==> src/rtl/uart_word_tx_arbiter.sv <==
// uart_word_tx_arbiter: round-robin two-requester word serializer feeding a byte UART
module uart_word_tx_arbiter #(
  parameter bit         TERM_EN = 1'b1,
  parameter logic [7:0] TERM0   = 8'h0D,
  parameter logic [7:0] TERM1   = 8'h0A,
  parameter int         CNT_W   = 16
) (
  input  logic             clk,
  input  logic             rst_n,
  input  logic [1:0]       req_valid,
  input  logic [31:0]      req_word0,
  input  logic [31:0]      req_word1,
  output logic [1:0]       req_ready,
  output logic             tx_valid,
  output logic [7:0]       tx_data,
  input  logic             tx_ready,
  output logic             busy,
  output logic             last_grant,
  output logic [CNT_W-1:0] words_sent
);
  typedef enum logic {IDLE, SEND} state_t;
  localparam logic [2:0] LAST = TERM_EN ? 3'd5 : 3'd3;
  state_t      state;
  logic [31:0] word;
  logic [2:0]  idx;
  logic        gnt;
  logic [31:0] gnt_word;
  function automatic logic [7:0] byte_at(input logic [31:0] w, input logic [2:0] i);
    return i == 3'd0 ? w[31:24] : i == 3'd1 ? w[23:16] : i == 3'd2 ? w[15:8] :
           i == 3'd3 ? w[7:0] : i == 3'd4 ? TERM0 : TERM1;
  endfunction
  // grant the sole valid requester, or the one not granted last time on contention
  always_comb begin
    gnt       = (req_valid == 2'b11) ? ~last_grant : req_valid[1];
    gnt_word  = gnt ? req_word1 : req_word0;
    req_ready = (state == IDLE && rst_n) ?
                ((req_valid == 2'b11) ? (last_grant ? 2'b01 : 2'b10) : req_valid) : 2'b00;
  end
  // capture granted word, then present bytes one handshake at a time
  always_ff @(posedge clk or negedge rst_n) begin
    if (!rst_n) begin
      state      <= IDLE;
      word       <= '0;
      idx        <= '0;
      last_grant <= 1'b1;
      tx_valid   <= 1'b0;
      tx_data    <= 8'h00;
      busy       <= 1'b0;
      words_sent <= '0;
    end else if (state == IDLE) begin
      if (|req_ready) begin
        state      <= SEND;
        word       <= gnt_word;
        idx        <= 3'd0;
        last_grant <= gnt;
        tx_valid   <= 1'b1;
        tx_data    <= gnt_word[31:24];
        busy       <= 1'b1;
      end
    end else if (tx_ready) begin
      if (idx == LAST) begin
        state      <= IDLE;
        tx_valid   <= 1'b0;
        tx_data    <= 8'h00;
        busy       <= 1'b0;
        words_sent <= words_sent + CNT_W'(1);
      end else begin
        idx     <= idx + 3'd1;
        tx_data <= byte_at(word, idx + 3'd1);
      end
    end
  end
endmodule

==> config.mk <==
export PLATFORM = sky130hd
export DESIGN_NAME = uart_word_tx_arbiter
export DESIGN_NICKNAME = d
export VERILOG_FILES = /design/src/rtl/uart_word_tx_arbiter.sv
export SDC_FILE = /design/constraint.sdc
export NUM_CORES = 1
export LEC_CHECK = 0
export CAP_MARGIN = 10
export CORE_UTILIZATION = 31
export CTS_CLUSTER_SIZE = 24
export DETAILED_ROUTE_END_ITERATION = 7
export SYNTH_ARGS = -nofsm -noshare
export SYNTH_HDL_FRONTEND = slang
export SYNTH_SLANG_ARGS = --single-unit
==> constraint.sdc <==
create_clock -name clk -period 2.3 [get_ports clk]
set_clock_uncertainty 0.1 [all_clocks]
set_input_delay 0.345 -clock clk [delete_from_list [all_inputs] [get_ports clk]]
set_output_delay 0.345 -clock clk [all_outputs]
set_load 0.005 [all_outputs]
==> results.md <==
Drt:
- The via density per instance is 4.74.
- In this run, the number of DRC markers left after iteration 0 of detailed routing was 98.
- The detail-routed net length per standard cell is 13.6 um.
- The first detailed-routing pass ran for 4 iterations.
- The detailed-route wire length is 7660 um.
- The number of vias in the routed layout is 2663.
- The count of antenna-violating nets left after detailed routing is 0.
- The post-detailed-route DRC marker count is 0.

Critical path:
- The kind of critical path is reg -> reg.
- The most numerous cell type found on the critical path is ha_1.
- The worst reg-to-reg path cell count is 6.
- Traced cell by cell, the critical path runs through ha_1 -> ha_1 -> or2_1 -> a221oi_1 -> nor3_1 -> a211o_1.
- The maximum fanout along the worst path is 7.
- The startpoint type of the worst setup path is a register.
- The longest individual stage delay on the worst path is 420 ps.
- The data arrival time of the worst path is 2300 ps.
- The required time of the critical path is 2430 ps.
- The slowest stage of the critical path belongs to the cell dfrtp_1.
- The worst setup path is captured at a register.

Clock network:
- Clock tree synthesis found a total of 62 sinks.
- Once the clock tree was built, the setup fixing pass inserted 0 buffers.
- In this run the number of H-tree levels came out at 3.
- The library cell used as clock root buffer is clkbuf_8.
- In this run, CTS created clock tree buffers numbering 9.
- The clock latency of the later-clocked register in the worst-skew pair is 340 ps.
- The TritonCTS clock tree is yes.
- After clock tree synthesis, the clock-pin slew on the worst setup and hold paths is 70 ps.
- The number of buffers inserted by hold repair at cts is 0.
- The number of buffers between clock root and the deepest sink is 2.

Cells and area:
- The area growth from synthesis to layout is 42.5%.
- The library cells used most frequently in the layout, excluding fill and tap cells, are clkdlybuf4s50_1 (95), dfrtp_1 (61), nand2_1 (44).
- Excluding fillers, the count of instances in the completed layout stands at 562.
- The antenna diode count is 0.
- The post-layout net count is 498.
- In the final layout, the share of cells above drive strength 1 is 10.6%.
- Cells fill 45.3% of the core in the end.
- The most frequent standard cell in the layout excluding fill and tap cells is clkdlybuf4s50_1.
- The filler cell count is 1008.

Synth:
- The netlist uses 47 different library cells.
- Summing the sequential cell areas from Yosys gives 47.5% of the chip area.
- When the netlist entered floorplanning its net count stood at 394.
- The per-instance average area after synthesis is 10.3 um2.
- The post-synthesis instance total is 317.
- After synthesis, the largest area contributor takes up 46.7% of total cell area.
- The number of flops mapped to enable cells by yosys is 0.
- The cell area after technology mapping is 0.00327 mm2.
- The number of synthesis warnings is 0.
- Counting flops and latches in the post-synthesis netlist gives 62.
- Of all flip-flops after synthesis, the portion carrying an async set or reset was 100%.
- Sorting the synthesized cells by area gives the leading types as dfrtp_1 (47%), mux2i_1 (10%), nand2_1 (5.1%).
- The most instantiated flip-flop cell in the synthesis netlist is dfrtp_1.
- The biggest area consumer among synthesized cells is dfrtp_1.

Die:
- The floorplan step set the die width to 105 um.
- The count of standard-cell rows is 37.
- The region available for standard cell placement spans 0.0103 mm2.
- The I/O pin total is 98.
- The area of the die is 0.0109 mm2.
- The height of the die is 105 um.
- The initial utilization of the core area, before any placement, comes to 31.8%.

Pwr:
- In this run the power density over the cells is 1010 mW/mm2.
- Summed over all cells, the static leakage comes to 2.10 nW.
- The overall power of the completed layout is 4.71 mW.
- The worst IR drop on VDD is 0.000366 V.

STA:
- Setup repair after global routing could not meet its margin everywhere.
- The number of setup violations in the final report is 0.
- The count of final max-slew check failures is 0.
- For the finished layout, the period the worst path requires is 2170 ps.
- The total count of hold-check failures in the final report is 0.
- In the finished design, the share of the clock period the worst path needs comes to 94.5%.
- For this run, the top clock speed supported by timing is 460 MHz.
- After routing, the total negative slack on setup checks comes to 0 ps.
- Measured against its own limit, the worst slew margin works out to 48.1%.
- Hold timing on the final database bottoms out at a slack of 84.1 ps.
- The worst-margin pin slew is 779 ps.

Job:
- Across the run, the number of max-cap violations was 0.

GRT:
- The pin count of the biggest net entering global routing is 63.
- The number of global-route vias before repair is 2754.
- The initial antenna violation count is 0.
- In the global route stage, overall resource usage came out at 14.9%.
- The global-route wire length before repair is 12900 um.
- The total grt overflow is 0.

Place:
- The final weighted congestion in routability-driven placement is 0.776.
- The cell total after placement is 546.
- During placement, the flow inserted port buffers numbering 97.
- After legalization and detailed placement, the total HPWL measured 5710 um.

Worst hold path:
- The classification of the worst-slack hold path is in -> async.

Status:
- The run finished with clean final reports.
==> cells in the mapped netlist, types with 2 or more instances <==
cell type   n
dfrtp_1    61
nand2_1    44
mux2i_1    33
o21ai_0    30
nand3_1    11
nor2_1     11
xnor2_1    11
inv_1      10
ha_1        8
a21o_1      7
buf_2       6
clkbuf_1    6
a21oi_1     5
a221oi_1    5
buf_4       5
a211o_1     4
nor2b_1     4
nor3_1      4
o22ai_1     4
xor2_1      4
a221o_1     3
a31oi_1     3
a32o_1      3
and2_1      3
nand2b_1    3
nor4_4      3
and3_1      2
nand4_1     2
nor3b_1     2
o21a_1      2
o32ai_1     2
==> timing repair <==
action / in CTS / in global routing
hold endpoints to repair: 0 / 0
resized for setup: 0 / 8
endpoints found under the setup margin: 0 / 10
==> worst paths after layout <==
kind,from,end,slack (ps)
max in group asynchronous,rst_n,word[2],1490
max reg2reg,idx[0],tx_data[4],130
min reg2reg,words_sent[15],words_sent[15],380
min in group clk,rst_n,last_grant,360
max,idx[0],tx_data[4],130
min,rst_n,state,80
==> sequential cells by signal (all words and copies together), names as in the netlist <==
register and count:
words_sent 16, busy 1, state 1, idx 3, tx_data 8, word 32, last_grant 1
==> routing by layer <==
metal	up-vias	GRT usage [%]	routed length (um)	part of all wire, %
met4	0	6.24	158	2.1
met1	1216	18.7	3450	45
met5	-	0	0	0
met2	99	23.8	3530	46
met3	13	4.18	521	6.8
li1	1335	-	-	-
==> where the power goes <==
group | switching (mW) | total [mW] | internal (mW) | leakage, nW
logic | 0.967 | 1.97 | 1.01 | 1.23
clock network | 0.438 | 0.968 | 0.530 | 0.0955
registers | 0.272 | 1.77 | 1.50 | 0.778
total | 1.68 | 4.71 | 3.03 | 2.10
==> area by class of cell <==
class / count / area [um2] / share of cell area [%]
Tap cell: 136 / 170 / 3.66
Clock inverter: 5 / 58.8 / 1.26
Sequential cell: 62 / 1550 / 33.4
Multi-Input combinational cell: 226 / 1600 / 34.4
Clock buffer: 11 / 141 / 3.04
Inverter: 11 / 41.3 / 0.888
Timing Repair Buffer: 111 / 1090 / 23.3
==> worst max-delay path: cells and delay by family, from the launching register on <==
family	cells	cell delay, ps
AND/OR/NAND/NOR	2	400
adder cells (fa/ha/maj)	2	550
AO/OA/AOI/OAI	2	600
flip-flops	1	420
==> metrics by stage <==
step                instance area, um2  setup slack (ps)
floorplan                         3270               399
global placement                  4430              66.7
detailed placement                4430              35.2
CTS                               4630              24.0
global route                      4650             -14.2
finish                            4650               125
==> logic make-up (layout without fill, tap and decap cells) <==
kind of cell / Yosys count / after routing / synth area share (%)
XOR/XNOR: 15 / 15 / 4.02
AO/OA/AOI/OAI: 73 / 73 / 14.8
multiplexers: 33 / 33 / 10.1
AND/OR/NAND/NOR: 97 / 97 / 16.1
adder cells (fa/ha/maj): 8 / 8 / 3.07
buffers and inverters: 29 / 138 / 4.37
flip-flops: 62 / 62 / 47.5
Note: power is estimated with default switching activity, not from simulation.
